<file path="src/rtl/inst_fetcher_pkg.sv">
// Shared types for the instruction fetcher: word/address/byte types,
// fetch FSM encodings and the queued {pc, inst} entry.
package inst_fetcher_pkg;

    typedef logic [31:0] INS_TYPE;
    typedef logic [31:0] ADDR_TYPE;
    typedef logic [7:0]  BYTE_TYPE;

    localparam INS_TYPE ZERO_WORD = 32'h0;
    localparam logic    TRUE      = 1'b1;
    localparam logic    FALSE     = 1'b0;

    typedef enum logic {
        ISSUE = 1'b0,
        DRAIN = 1'b1
    } FETCH_STATE_TYPE;

    typedef struct packed {
        ADDR_TYPE pc;
        INS_TYPE  inst;
    } fetch_entry_t;

endpackage

</file>
<file path="src/rtl/inst_queue.sv">
// Circular FIFO of fetched {pc, inst} entries; clear wins over push and pop.
module inst_queue
    import inst_fetcher_pkg::*;
#(
    parameter int QUEUE_DEPTH = 4
) (
    input  logic                         clk,
    input  logic                         rst_n,
    input  logic                         en,
    input  logic                         clear,
    input  logic                         push,
    input  fetch_entry_t                 push_data,
    input  logic                         pop,
    output logic                         full,
    output logic                         empty,
    output logic [$clog2(QUEUE_DEPTH):0] count,
    output fetch_entry_t                 head
);

    localparam int PTR_W = $clog2(QUEUE_DEPTH);
    localparam logic [PTR_W-1:0] PTR_ONE   = PTR_W'(1);
    localparam logic [PTR_W:0]   CNT_ONE   = (PTR_W + 1)'(1);
    localparam logic [PTR_W:0]   DEPTH_CNT = (PTR_W + 1)'(QUEUE_DEPTH);

    fetch_entry_t     entries [QUEUE_DEPTH];
    logic [PTR_W-1:0] head_ptr;
    logic [PTR_W-1:0] tail_ptr;
    logic             do_push;
    logic             do_pop;

    assign full    = (count == DEPTH_CNT);
    assign empty   = (count == '0);
    assign do_pop  = pop && !empty;
    assign do_push = push && (!full || do_pop);
    assign head    = entries[head_ptr];

    always_ff @(posedge clk or negedge rst_n) begin
        if (!rst_n) begin
            head_ptr <= '0;
            tail_ptr <= '0;
            count    <= '0;
        end else if (en) begin
            if (clear) begin
                head_ptr <= '0;
                tail_ptr <= '0;
                count    <= '0;
            end else begin
                if (do_push) tail_ptr <= tail_ptr + PTR_ONE;
                if (do_pop)  head_ptr <= head_ptr + PTR_ONE;
                case ({do_push, do_pop})
                    2'b10:   count <= count + CNT_ONE;
                    2'b01:   count <= count - CNT_ONE;
                    default: count <= count;
                endcase
            end
        end
    end

    // Entry storage is data only; occupancy is tracked by the pointers above.
    always_ff @(posedge clk) begin
        if (en && do_push && !clear) entries[tail_ptr] <= push_data;
    end

endmodule

</file>
<file path="src/rtl/inst_fetcher.sv">
// Byte-wise instruction fetcher: issues four byte reads per instruction,
// assembles little-endian words and queues them with their PC for decode.
module inst_fetcher
    import inst_fetcher_pkg::*;
#(
    parameter int       QUEUE_DEPTH = 4,
    parameter ADDR_TYPE RESET_PC    = 32'h0
) (
    input  logic     clk,
    input  logic     rst_n,
    input  logic     rdy,
    output logic     mem_rd_en,
    output ADDR_TYPE mem_addr,
    input  logic     mem_stall,
    input  logic     mem_din_valid,
    input  BYTE_TYPE mem_din,
    output logic     inst_valid,
    output INS_TYPE  inst,
    output ADDR_TYPE inst_pc,
    input  logic     inst_ready,
    input  logic     flush,
    input  ADDR_TYPE flush_pc
);

    FETCH_STATE_TYPE state, state_next;
    ADDR_TYPE        pc, pc_next;
    logic [2:0]      issue_cnt, issue_cnt_next;
    logic [2:0]      rcv_cnt, rcv_cnt_next;
    logic [2:0]      outstanding, outstanding_next;
    logic [23:0]     asm_buf, asm_buf_next;

    logic            q_push, q_pop, q_clear, q_full, q_empty;
    logic [$clog2(QUEUE_DEPTH):0] q_count_unused;
    fetch_entry_t    q_head, q_push_data;

    logic            issue_ok, accept, resp;

    // A new instruction starts only with a free slot; once started it always completes.
    assign issue_ok  = (state == ISSUE) && (issue_cnt != 3'd4) && ((issue_cnt != 3'd0) || !q_full);
    assign mem_rd_en = rst_n && rdy && !flush && issue_ok;
    assign mem_addr  = rst_n ? (pc + {29'b0, issue_cnt}) : ZERO_WORD;
    assign accept    = mem_rd_en && !mem_stall;
    assign resp      = rdy && mem_din_valid;

    assign inst_valid = !q_empty;
    assign inst       = inst_valid ? q_head.inst : ZERO_WORD;
    assign inst_pc    = inst_valid ? q_head.pc   : ZERO_WORD;
    assign q_pop      = rdy && inst_valid && inst_ready;

    always_comb begin
        state_next       = state;
        pc_next          = pc;
        issue_cnt_next   = issue_cnt;
        rcv_cnt_next     = rcv_cnt;
        asm_buf_next     = asm_buf;
        outstanding_next = outstanding + {2'b0, accept} - {2'b0, resp};
        q_push           = FALSE;
        q_clear          = FALSE;
        q_push_data      = '{pc: pc, inst: {mem_din, asm_buf}};

        if (rdy) begin
            if (accept) issue_cnt_next = issue_cnt + 3'd1;

            if (state == ISSUE && resp) begin
                if (rcv_cnt == 3'd3) begin
                    q_push         = TRUE;
                    pc_next        = pc + 32'd4;
                    issue_cnt_next = 3'd0;
                    rcv_cnt_next   = 3'd0;
                end else begin
                    case (rcv_cnt[1:0])
                        2'd0:    asm_buf_next[7:0]   = mem_din;
                        2'd1:    asm_buf_next[15:8]  = mem_din;
                        default: asm_buf_next[23:16] = mem_din;
                    endcase
                    rcv_cnt_next = rcv_cnt + 3'd1;
                end
            end

            if (state == DRAIN && outstanding_next == 3'd0) state_next = ISSUE;

            // Redirect discards everything; bytes still in flight are dropped in DRAIN.
            if (flush) begin
                q_push         = FALSE;
                q_clear        = TRUE;
                pc_next        = flush_pc;
                issue_cnt_next = 3'd0;
                rcv_cnt_next   = 3'd0;
                state_next     = (outstanding_next != 3'd0) ? DRAIN : ISSUE;
            end
        end
    end

    always_ff @(posedge clk or negedge rst_n) begin
        if (!rst_n) begin
            state       <= ISSUE;
            pc          <= RESET_PC;
            issue_cnt   <= 3'd0;
            rcv_cnt     <= 3'd0;
            outstanding <= 3'd0;
        end else if (rdy) begin
            state       <= state_next;
            pc          <= pc_next;
            issue_cnt   <= issue_cnt_next;
            rcv_cnt     <= rcv_cnt_next;
            outstanding <= outstanding_next;
        end
    end

    always_ff @(posedge clk) begin
        if (rdy) asm_buf <= asm_buf_next;
    end

    inst_queue #(
        .QUEUE_DEPTH(QUEUE_DEPTH)
    ) u_queue (
        .clk       (clk),
        .rst_n     (rst_n),
        .en        (rdy),
        .clear     (q_clear),
        .push      (q_push),
        .push_data (q_push_data),
        .pop       (q_pop),
        .full      (q_full),
        .empty     (q_empty),
        .count     (q_count_unused),
        .head      (q_head)
    );

endmodule

</file>
<file path="config.mk">
export PLATFORM = sky130hd
export DESIGN_NAME = inst_fetcher
export DESIGN_NICKNAME = d
export VERILOG_FILES = /design/src/rtl/inst_fetcher_pkg.sv /design/src/rtl/inst_queue.sv /design/src/rtl/inst_fetcher.sv
export SDC_FILE = /design/constraint.sdc
export NUM_CORES = 1
export LEC_CHECK = 0
export CAP_MARGIN = 20
export CORE_ASPECT_RATIO = 0.7
export CORE_MARGIN = 4
export CORE_UTILIZATION = 29
export DETAILED_ROUTE_END_ITERATION = 8
export PLACE_DENSITY = 0.48
export SYNTH_ARGS = -nofsm -noshare
export SYNTH_HDL_FRONTEND = slang
export SYNTH_SLANG_ARGS = --single-unit
</file>
<file path="constraint.sdc">
create_clock -name clk -period 3.7 [get_ports clk]
set_clock_uncertainty 0.1 [all_clocks]
set_input_delay 1.11 -clock clk [delete_from_list [all_inputs] [get_ports clk]]
set_output_delay 1.11 -clock clk [all_outputs]
set_load 0.02 [all_outputs]
</file>
Word-level counts from Yosys, hierarchy flattened:

Memories as Yosys holds them, arrays and structs flattened.
Cells that the tools add are included.
W data, S select, Z words.

* add/sub/neg operators: 10
* multipliers: 0
* div/mod/pow operators: 0
* magnitude comparators: 0
* eq/ne operators: 6
* shifts and indexed selects: 0
* mux-type cells: 30
* bitwise logic cells: 3
* reduce and logical (&&, ||, !) cells: 43

Operators with widths (number)
* $mux W32: 6
* $add A32 B3 Y32: 1
* $add A32 B3 Y32 const B: 1
* $mux W3: 8
* $logic_and A1 B1 Y1: 15
* $reduce_and A4 Y1: 3
* $mux W1: 11
* $reduce_and A2 Y1: 5
* $reduce_bool A2 Y1: 5
* $add A3 B1 Y3 const B: 3
* $reduce_bool A3 Y1: 3
* $mux W2: 4
* $logic_not A3 Y1: 2
* $pmux W3 S2: 1
* $logic_not A1 Y1: 5
* $add A2 B1 Y2 const B: 2
* $eq A2 B1 Y1 const B: 2
* $add A3 B1 Y3: 1
* $eq A3 B2 Y1 const B: 1
* $eq A3 B3 Y1 const B: 1
* $ne A3 B3 Y1 const B: 1
* $not A1 Y1: 3
* $reduce_and A3 Y1: 1
* $sub A3 B1 Y3: 1
* 5 further kinds: 6

* register bits after elaboration: 73
* bits in latches: 0
* RAM bits: 256
* ROM bits: 0
* input bits: 47
* output and inout bits: 98
* logic and storage cells: 104
* memories kept: 1

Memory list
* u_queue.entries: depth 4, width 64, read ports 1, clocked after memory_dff 0, wr ports 1, line inst_queue.sv:25 `fetch_entry_t entries [QUEUE_DEPTH];`

Logic depth before layout (Yosys ltp):

Gate-level depths: netlist (run 1).

* depth after elaboration: 12
* gate-level depth with buffers: 12
* depth with buffers taken out: 12

Hierarchy:

Synthesis (run 1) repeated with hierarchy kept, for this count alone.

* cell total of the unflattened synthesis: 944
* area total of the unflattened synthesis: 14555.2 sq um

Modules (own cells, without submodules)
* inst_queue: instances 1, cells each 401, area an instance 9796.9 sq um, sequential area each 7862.5 sq um
* inst_fetcher: instances 1, cells each 543, area an instance 4758.3 sq um, sequential area each 1771.7 sq um

Worst setup path before layout (run 1):

OpenSTA, ideal clock, no wires.

* path kind: input to register
* start: in rdy
* end: mem u_queue.entries[0][0] in the netlist's numbering, enable pin
* library setup time: 429 ps
* arrival time: 3601 ps
* required time: 3171 ps
* setup slack: -430 ps
* cell stages on the path: 5
* path buffers: 2
* path through: buf_2 buf_2 nand2_1 a211oi_1 and3_1

* word-level cells in the longest chain between the ends: 10
* elaborated cells on any way between the ends: 16
* those cells by class: mux: 6; reduce/logical: 10

Ends and longest elaborated chain
* from (decl): line inst_fetcher.sv:11 `input logic rdy,`
* $logic_and A1 B1 Y1: line inst_fetcher.sv:43 `assign resp = rdy && mem_din_valid;`
* $logic_and A1 B1 Y1: line inst_fetcher.sv:64 `if (state == ISSUE && resp) begin`
* $mux W1: line inst_fetcher.sv:64
* $mux W1: line inst_fetcher.sv:83 `if (flush) begin`
* $mux W1: line inst_fetcher.sv:61 `if (rdy) begin`
* $logic_and A1 B1 Y1: line inst_queue.sv:34 `assign do_push = push && (!full || do_pop);`
* $logic_and A1 B1 Y1: line inst_queue.sv:61 `if (en && do_push && !clear) entries[tail_ptr] <= push_data;`
* $logic_and A1 B1 Y1 (*): line inst_queue.sv:61
* $mux W1 (*): line inst_queue.sv:61
* $mux W1 (implied by the code) (*): line inst_queue.sv:61
* to (decl): line inst_queue.sv:25

Mark *: on every way between the ends. The rest lies on a longest branch, timed or not.

Worst setup path after layout (run 1):

* start: reg pc[1]
* end: out mem_addr[27]

* word-level cells in the longest chain between the ends: 2

Ends and longest elaborated chain
* from (decl): line inst_fetcher.sv:26 `ADDR_TYPE pc, pc_next;`
* from (signal assigned): line inst_fetcher.sv:103 `pc <= pc_next;`
* $add A32 B3 Y32: line inst_fetcher.sv:41 `assign mem_addr = rst_n ? (pc + {29'b0, issue_cnt}) : ZERO_WORD;`
* $mux W32: line inst_fetcher.sv:41
* to (decl): line inst_fetcher.sv:13 `output ADDR_TYPE mem_addr,`

Every way passes these cells.

==> impl_metrics.toml, run 1 <==
[run_status]
run_status = "finished, final reports clean"

[layout]
final-seq-area_um2 = 9640
final_cells = 1823
layout-drive-gt1-share_pct = 26.1
antenna_cells_inserted = 0
combined_area_of_the_multi_input_logic_cells_um2 = 4500
area.growth.synth_to_final_pct = 29.9
nNetsFinal = 1207
number_of_filler_cells_placed_in_the_layout = 4607

[die]
core_um2 = 48300
die_x_um = 273
fp-row-count = 67
chipHeight_um = 194
start_util_pct = 29.6
die_area_um2 = 52900
boundaryPins = 145

[power]
power_frac_seq_pct = 39.9
total_power_w = 0.0108
power.static_leakage_nw = 6.70
net-switching-power_w = 0.00317
cellInternalPower_w = 0.00759
power.clock.fraction_pct = 33.0
netSwitchingFraction_pct = 29.5
power.combinational.fraction_pct = 27.1
power.density_nw_per_um2 = 581
ir_drop_mv = 0.273

[sta]
maxSlewHeadroom_pct = 60.2
setup_repair_after_global_routing_missed_its_margin = "yes"
max_freq_ghz = 0.274
maxSlewViolCount = 0
max_slew.worst_pin.slew_ns = 0.596
period_share_pct = 98.5
timing.final.hold_violations = 0
setup-violations-final = 0
post-route-min-period_ns = 3.65

[logic_synthesis]
synth.distinct_cells = 59
synth.largest_area_cell = "edfxtp_1"
synth_enable_flop_cells = 280
postSynthAreaPerCell_um2 = 15.7
synth_most_common_cell = "edfxtp_1"
yosysWarnings = 0
syn-instance-count = 906
number_of_storage_elements_in_the_synthesis_netlist = 329
yosysSeqAreaShare_pct = 67.5
post-synth-top-area-fraction_pct = 58.9
async_flop_share_pct = 14.9
synth.net_count = 971
post_synth_instance_area_um2 = 14300
yosys-top-cells-area = "edfxtp_1 (59%), mux4_2 (10%), dfrtp_1 (8.6%)"
synth_top_flop_cell = "edfxtp_1"
netlist_top_cells_count = "edfxtp_1 (280), and2_1 (73), mux4_2 (64)"

[routing]
wirelength_um = 38600
drt_iter0_drc = 677
antenna_violating_nets_post_route = 0
via_per_inst = 4.79
wl_per_instance_um = 21.1
drtPass1Iterations = 4
routed-via-count = 8732
drc = 0

[setup_path]
r2r_setup_slack_ns = 0.60
timing.setup.critical_path_class = "flip-flop to primary output"
startpoint = "pc[1]"
crit_path_max_fanout = 4
cell_count_of_the_worst_reg_to_reg_path = 11
reg2reg_to = "state"
required_time_reported_for_the_critical_path_endpoint_ns = 2.49
reg_to_reg_critical_path_startpoint = "u_queue.count[0]"
critPathCaptureType = "primary output"
timing.critical_path.arrival_ns = 2.44
critical_path.startpoint_type = "flip-flop"

[clock_tree]
cts-buffers-inserted = 36
cts_tree = "yes"
clk_path_buf_depth = 3
cts_hold_buf = 0
clk_pin_slew_ns = 0.06
cts_root_buffer = "clkbuf_16"
htreeDepth = 2
clock_insertion_delay_worst_skew_ns = 0.52
clock_sinks = 329

[job]
cap_violations = 0

[global_route]
antenna_found_initial = 1
grt_pass1_vias = 8988
grt_pass1_wl_um = 58500
global_route.overflow_total = 0
grt_start_max_net_pins = 68
grt_usage_pct = 14.5

[placed_design]
gp_congestion = 0.815
post-place-cells = 1752
detailedPlacementHpwl_um = 25800
numPortBuffers = 144

[hold_path]
min_delay_worst_endpoint = "u_queue.entries[2][3]"
hold_path_class = "flip-flop to flip-flop"
cells_on_worst_hold_path = 0
hp-start = "asm_buf[3]"
==> routing by layer <==
metal	global-route usage (%)	up-vias	routed length, um
met2	21.5	204	16700
li1	-	3984	-
met4	3.24	0	717
met3	2.91	49	2150
met5	0	-	0
met1	22.0	4495	19000
==> power by group through the flow <==
stage          registers [W]  clock network [W]  logic (W)
2_1_floorplan        0.00437                  0    0.00168
3_3_place_gp         0.00440                  0    0.00309
3_5_place_dp         0.00440                  0    0.00309
4_1_cts              0.00429            0.00366    0.00299
5_1_grt              0.00431            0.00384    0.00318
6_report             0.00430            0.00355    0.00291
==> worst max-delay path: stages (launching register included) <==
cell	delay, ns
dfrtp_1	0.40
ha_1	0.29
a21o_1	0.10
a21o_1	0.16
buf_6	0.12
nand4_4	0.10
buf_6	0.16
or3_1	0.31
a21oi_2	0.13
buf_4	0.15
==> how the worst max path moves through the flow <==
stage               slack [ns]      endpoint
floorplan                 0.20         state
global route             -0.07  mem_addr[27]
CTS                      -0.07  mem_addr[31]
finish                    0.05  mem_addr[27]
global placement         -0.06     mem_rd_en
detailed placement       -0.08     mem_rd_en
==> metrics by stage <==
step                hold slack, ns  setup slack (ns)  area [um2]  TNS, ns  util (%)
floorplan                    0.359             0.197       14300        0         -
global placement             0.378           -0.0607       17300  -0.0659      35.8
detailed placement           0.379           -0.0753       17300   -0.116      35.8
CTS                          0.394           -0.0720       18500   -0.133      38.3
global route                 0.422           -0.0700       18500   -0.103      38.4
finish                       0.393            0.0540       18500        0      38.4
==> cell families (layout without fill, tap and decap cells) <==
group	count (synthesis)	count (layout)	share of synthesized area [%]
adders and majority gates	18	18	1.74
xor gates and xnor gates	34	34	2.09
DFF	329	329	67.5
muxes	86	86	11.7
buffers and inverters	72	334	2.09
and+or+nand+nor	264	264	10.4
AOI/OAI and AO/OA	103	103	4.49
==> registers in the layout (all words and copies together) (netlist names) <==
| signal | cells |
|---|---|
| u_queue.head_ptr | 2 |
| u_queue.count | 3 |
| u_queue.tail_ptr | 2 |
| state | 1 |
| issue_cnt | 3 |
| asm_buf | 24 |
| pc | 32 |
| rcv_cnt | 3 |
| u_queue.entries | 256 |
| outstanding | 3 |
==> placed cells by master, fill, tap and decap left out, types with 5 or more instances in the layout <==
cell | netlist | layout
a21oi_1 | 28 | 23
a22oi_1 | 8 | 8
and2_1 | 73 | 73
and3_1 | 10 | 6
and4_1 | 6 | 6
buf_12 | 0 | 19
buf_2 | 19 | 20
buf_4 | 1 | 90
buf_6 | 0 | 6
clkbuf_16 | 0 | 37
clkdlybuf4s50_1 | 0 | 48
clkinv_2 | 0 | 7
dfrtp_1 | 49 | 47
dlygate4sd2_1 | 0 | 63
edfxtp_1 | 280 | 280
ha_1 | 15 | 13
inv_1 | 15 | 15
mux2i_1 | 18 | 18
mux4_2 | 64 | 64
nand2_1 | 44 | 44
nand3_1 | 22 | 21
nand4_1 | 17 | 17
nor2_1 | 40 | 39
nor2b_1 | 5 | 5
nor3_1 | 16 | 15
o21ai_0 | 19 | 18
o22ai_1 | 23 | 23
xnor2_1 | 12 | 9
xor2_1 | 22 | 18
==> timing repair <==
action                                  in CTS  in global routing
gates resized for setup                    179                 34
pin swaps                                    8                  7
hold endpoints to repair                     0                  0
setup buffers                                7                  0
endpoints found under the setup margin      93                 30
==> cell type report <==
| type | instances | share of cell area, % |
|---|---|---|
| clock buffers | 44 | 5.30 |
| clock inverters | 20 | 1.07 |
| inverters | 15 | 0.304 |
| multi-input cells | 505 | 24.3 |
| flip-flops and latches | 329 | 52.0 |
| well taps | 655 | 4.42 |
| repair buffers | 255 | 12.6 |
Power figures use the tool's default switching activity.
==> inputs of run 2 (changes only) <==
--- a/config.mk
+++ b/config.mk
@@ -10,7 +10,7 @@
 export CORE_MARGIN = 4
 export CORE_UTILIZATION = 29
 export DETAILED_ROUTE_END_ITERATION = 8
-export PLACE_DENSITY = 0.48
+export DONT_BUFFER_PORTS = 1
 export SYNTH_ARGS = -nofsm -noshare
 export SYNTH_HDL_FRONTEND = slang
 export SYNTH_SLANG_ARGS = --single-unit
==> run 2 against run 1 <==
Register-to-register slack improved by 0.15 ns; non-clock buffer count is 168 lower; count of clock-buffer cells in the layout is 2 lower; critical path depth unchanged; sequential cell count is the same; via count is 5.8% lower; maximum frequency shrank 1.3%; design area shrank 8.0%; wire length is 2.2% lower; worst setup slack got worse by 0.048 ns; first-iteration DRC count increased by 9.0%; global-route usage decreased by 0.55 points; largest power group unchanged.
==> impl_metrics.toml, run 2 (same netlist as run 1, synthesis figures left out) <==
[power]
total_power_w = 0.0103
power.static_leakage_nw = 5.67
ir_drop_mv = 0.412
power.density_nw_per_um2 = 602

[layout]
largest_register = "u_queue.entries"
layout_commonest_cell = "edfxtp_1"
final_cell_mix = "edfxtp_1 (280), and2_1 (73), buf_4 (68), mux4_2 (64), nand2_1 (43)"
biggestRegsByFlops = "u_queue.entries (256), pc (32), asm_buf (24)"
largest_register_ffs = 256
area.growth.synth_to_final_pct = 19.5
number_of_filler_cells_placed_in_the_layout = 4644
layout-drive-gt1-share_pct = 25.9
design_area_um2 = 17000
nNetsFinal = 1039

[clock_tree]
clk_pin_slew_ns = 0.07
htreeDepth = 2
cts-buffers-inserted = 36
clk_path_buf_depth = 3
clock_insertion_delay_worst_skew_ns = 0.53
cts_tree = "yes"
cts_root_buffer = "clkbuf_16"
clock_sinks = 329

[routing]
drt_iter0_drc = 738
drtPass1Iterations = 5
antenna_violating_nets_post_route = 0
routed-via-count = 8222
wirelength_um = 37700
wl_per_instance_um = 22.8
drc = 0
via_per_inst = 4.96

[global_route]
global_route.overflow_total = 0
antenna_found_initial = 3
grt_pass1_vias = 8212
grt_start_max_net_pins = 68
grt_pass1_wl_um = 55900
grt_usage_pct = 14.0

[sta]
maxSlewHeadroom_pct = 41.3
max_slew.worst_pin.slew_ns = 0.881
max_freq_ghz = 0.271
maxSlewViolCount = 0
setup-violations-final = 0
setup_repair_after_global_routing_missed_its_margin = "yes"
post-route-min-period_ns = 3.69
period_share_pct = 99.8
timing.final.hold_violations = 0

[setup_path]
critPathCaptureType = "primary output"
path_cells = "ha_4 -> fa_2 -> a21oi_4 -> nor3_4 -> buf_6 -> nand4_1 -> xor2_1 -> nor2_1 -> buf_4"
reg2reg_to = "state"
timing.critical_path.arrival_ns = 2.48
critical_path.top_delay_family = "adder cells"
reg_to_reg_critical_path_startpoint = "u_queue.count[0]"
critPathMaxStageDelay_ns = 0.42
cell_count_of_the_worst_reg_to_reg_path = 11
required_time_reported_for_the_critical_path_endpoint_ns = 2.49
crit_path_max_fanout = 6
critical_path.startpoint_type = "flip-flop"
worst_path_max_delay_cell = "fa_2"
path_buf_inv = 2
timing.setup.critical_path_class = "flip-flop to primary output"
r2r_setup_slack_ns = 0.75

[job]
cap_violations = 0

[placed_design]
gp_congestion = 0.863
detailedPlacementHpwl_um = 25000
numPortBuffers = 0
postPlaceCellArea_um2 = 15600

[run_status]
run_status = "finished, final reports clean"

[die]
die_x_um = 273
fp-row-count = 67
die_area_um2 = 52900
chipHeight_um = 194
boundaryPins = 145
start_util_pct = 29.6
core_um2 = 48300

[hold_path]
hold_path_class = "primary input to asynchronous set/reset pin"
[run 2: changes by cell type in the layout (fill, tap and decap cells not counted), sizes merged]
cell and change:
buf -48, bufinv +1, clkbuf -6, clkdlybuf4s15 -2, clkdlybuf4s50 -48, clkinv -1, diode +2, dlygate4sd2 -63
dlymetal6s2s -3, inv +2
[run 2: stage by stage]
stage	instances	util, %	TNS [ns]	hold WS, ns	setup WS [ns]
final	1657	35.3	0	0.174	0.00568
after global placement	1580	32.3	0	0.368	0.293
after global routing	1656	35.3	-0.931	0.144	-0.0966
after CTS	1653	35.0	0	0.140	0.00214
after floorplan	906	-	0	0.359	0.197
after detailed placement	1580	32.3	0	0.381	0.270
[run 2: final cells by class]
cell class / count / area, um2 / share of cell area, %
Inverter: 15 / 56.3 / 0.330
Antenna cell: 2 / 5.00 / 0.0294
Clock inverter: 22 / 241 / 1.42
Sequential cell: 329 / 9650 / 56.6
Timing Repair Buffer: 87 / 830 / 4.87
Clock buffer: 42 / 933 / 5.48
Tap cell: 655 / 820 / 4.81
Multi-Input combinational cell: 505 / 4520 / 26.5
[run 2: worst max-delay path by stage]
stage                       from            to  slack, ns  cells after the start
finish              issue_cnt[0]  mem_addr[16]      0.006                      9
global route        issue_cnt[0]  mem_addr[16]       -0.1                      9
CTS                        pc[1]  mem_addr[29]      0.002                      8
detailed placement         pc[0]  mem_addr[16]       0.27                      9
global placement           pc[0]  mem_addr[16]       0.29                      9
floorplan                    rdy         state       0.20                     12
[run 2: what timing repair did]
item                                    CTS  global route
pin swaps                                 5            20
setup buffers                             9             1
resized for setup                        18            31
hold endpoints to repair                  0             0
endpoints found under the setup margin   18            21
hold buffers                              0             0
cloned                                    0             1
[run 2: metal layers]
layer	up-vias	share of wire (%)	GRT usage, %
met5	-	0.072	0
met4	4	1.8	2.89
met3	55	7.7	4.31
met2	233	44	20.5
met1	4279	46	20.5
li1	3651	-	-
[run 2: power breakdown]
group / internal (W) / switching (W) / total, W
clock network: 0.00211 / 0.00149 / 0.00360
registers: 0.00418 / 0.000180 / 0.00436
logic: 0.000874 / 0.00144 / 0.00231
==> inputs of run 3 (changes only) <==
--- a/config.mk
+++ b/config.mk
@@ -8,9 +8,10 @@
 export CAP_MARGIN = 20
 export CORE_ASPECT_RATIO = 0.7
 export CORE_MARGIN = 4
-export CORE_UTILIZATION = 29
+export CORE_UTILIZATION = 50
 export DETAILED_ROUTE_END_ITERATION = 8
 export DONT_BUFFER_PORTS = 1
+export SETUP_SLACK_MARGIN = 0.05
 export SYNTH_ARGS = -nofsm -noshare
 export SYNTH_HDL_FRONTEND = slang
 export SYNTH_SLANG_ARGS = --single-unit
==> constraint.sdc (replaced) <==
create_clock -name clk -period 3.6 [get_ports clk]
set_clock_uncertainty 0.1 [all_clocks]
set_input_delay 1.08 -clock clk [delete_from_list [all_inputs] [get_ports clk]]
set_output_delay 1.08 -clock clk [all_outputs]
set_load 0.02 [all_outputs]
==> run 3 against run 2 <==
The run now ends with negative setup slack left; sequential share of layout area is 1.4 points higher; worst setup slack lost 0.049 ns; core utilization rose by 24 points; via count decreased by 0.34%; clock power is 10% lower.
==> impl_metrics.toml, run 3 (same netlist as run 1, synthesis figures left out) <==
[clock_tree]
clock_insertion_delay_worst_skew_ns = 0.55
clk_path_buf_depth = 3
cts_hold_buf = 0
cts_root_buffer = "clkbuf_16"
clk_pin_slew_ns = 0.07
clock_sinks = 329
cts-buffers-inserted = 31
htreeDepth = 1
cts_tree = "yes"

[layout]
nNetsFinal = 1048
layout_commonest_cell = "edfxtp_1"
largest_register_ffs = 256
biggestRegsByFlops = "u_queue.entries (256), pc (32), asm_buf (24)"
antenna_cells_inserted = 0
layout-drive-gt1-share_pct = 26.8
area.growth.synth_to_final_pct = 16.8
final_cell_mix = "edfxtp_1 (280), buf_4 (82), and2_1 (73), mux4_2 (64), nand2_1 (43)"
largest_register = "u_queue.entries"

[setup_path]
timing.setup.critical_path_class = "flip-flop to primary output"
worst_path_max_delay_cell = "dfrtp_2"
path_cells = "buf_6 -> fa_2 -> a21oi_4 -> nor3_4 -> buf_6 -> nand4_1 -> xor2_1 -> nor2_1 -> buf_4"
startpoint = "pc[1]"
reg_to_reg_critical_path_startpoint = "u_queue.count[0]"
critical_path.startpoint_type = "flip-flop"
crit_path_max_fanout = 6
critPathCaptureType = "primary output"
critPathMaxStageDelay_ns = 0.44
timing.critical_path.arrival_ns = 2.46
crit_top_cell = "buf_6"
required_time_reported_for_the_critical_path_endpoint_ns = 2.42

[placed_design]
gp_congestion = 0.920
detailedPlacementHpwl_um = 23100
numPortBuffers = 0

[global_route]
grt_pass1_vias = 8616
grt_usage_pct = 21.6
grt_pass1_wl_um = 52200
antenna_found_initial = 4
global_route.overflow_total = 0
grt_start_max_net_pins = 53

[routing]
antenna_violating_nets_post_route = 0
routed-via-count = 8194
drc = 0
via_per_inst = 5.94
wirelength_um = 33800
drtPass1Iterations = 5
wl_per_instance_um = 24.5
drt_iter0_drc = 712

[job]
cap_violations = 0

[hold_path]
hold_path_class = "primary input to asynchronous set/reset pin"

[power]
power.density_nw_per_um2 = 604
power.static_leakage_nw = 5.70
ir_drop_mv = 0.359
total_power_w = 0.0101

[sta]
setup_tns_ns = -0.100
max_slew.worst_pin.slew_ns = 0.805
setup-violations-final = 4
maxSlewViolCount = 0
post-route-min-period_ns = 3.64
period_share_pct = 101
post-route-worst-setup-slack_ns = -0.0437
max_freq_ghz = 0.274
timing.final.hold_violations = 0
maxSlewHeadroom_pct = 46.2
setup_repair_after_global_routing_missed_its_margin = "yes"
final_worst_hold_slack_ns = 0.120

[die]
boundaryPins = 145
die_x_um = 210
chipHeight_um = 149
core_um2 = 27900
fp-row-count = 51
start_util_pct = 51.1
die_area_um2 = 31300

[run_status]
run_status = "finished with violations"
failed_checks = "negative setup slack"
[run 3: cell count changes in the layout (fill, tap and decap cells not counted), moves of 2 or more]
cell | previous run | this run
buf_4 | 68 | 82
clkbuf_16 | 36 | 31
dfrtp_1 | 42 | 37
dfrtp_2 | 6 | 11
a21oi_1 | 23 | 26
clkbuf_8 | 1 | 4
clkinv_1 | 6 | 3
clkinv_2 | 6 | 9
nand3_2 | 5 | 2
a21oi_2 | 3 | 1
clkinvlp_4 | 2 | 0
diode_2 | 2 | 0
nand3_4 | 1 | 3
or3_1 | 1 | 3
[run 3: layout make-up]
type / instances / area [um2]
sequential: 329 / 9650
clock buffer: 41 / 853
clock inverter: 17 / 164
inverter: 15 / 56.3
timing repair buffer: 101 / 935
fill: 2078 / 11300
multi-input combinational: 505 / 4540
tap: 371 / 464
[run 3: repair_timing]
item / CTS / global route
resized for setup: 24 / 30
setup buffers: 11 / 10
setup endpoints to repair: 28 / 58
cloned: 1 / 0
pin swaps: 14 / 19
[run 3: path summary, 6_finish.rpt]
check	end	slack, ns	cells after the start
min in group clk	u_queue.entries[2][11]	0.40	0
max in group asynchronous	pc[23]	3.14	0
min reg2reg	u_queue.entries[2][11]	0.40	0
max	mem_addr[26]	-0.04	9
min	outstanding[2]	0.12	0
max reg2reg	state	0.51	11
[run 3: stage by stage]
| step | util (%) | setup WS (ns) | cell area [um2] | std cells |
|---|---|---|---|---|
| floorplan | - | 0.127 | 14300 | 906 |
| global placement | 54.6 | 0.313 | 15200 | 1299 |
| detailed placement | 54.6 | 0.241 | 15200 | 1299 |
| CTS | 58.9 | -0.0825 | 16500 | 1369 |
| global route | 59.6 | -0.135 | 16700 | 1379 |
| finish | 59.6 | -0.0437 | 16700 | 1379 |
[run 3: power by group]
part | internal, W | switching, W
Clock | 0.00188 | 0.00135
Sequential | 0.00430 | 0.000155
Combinational | 0.000933 | 0.00144
Total | 0.00711 | 0.00295
[run 3: per-layer routing]
| layer | vias to the layer above | GRT usage (%) | part of all wire (%) |
|---|---|---|---|
| li1 | 3669 | - | - |
| met1 | 4239 | 31.7 | 44 |
| met2 | 232 | 34.0 | 47 |
| met3 | 48 | 5.09 | 6.3 |
| met4 | 6 | 4.24 | 1.9 |
| met5 | - | 0 | 0.092 |
[run 3: critical path, delay by kind of cell, from the launching register on]
family	cells	cell delay [ns]
AO/OA/AOI/OAI	1	0.20
XOR/XNOR	1	0.19
AND/OR/NAND/NOR	3	0.23
buffers and inverters	3	0.45
adder cells (fa/ha/maj)	1	0.41
flip-flops	1	0.44
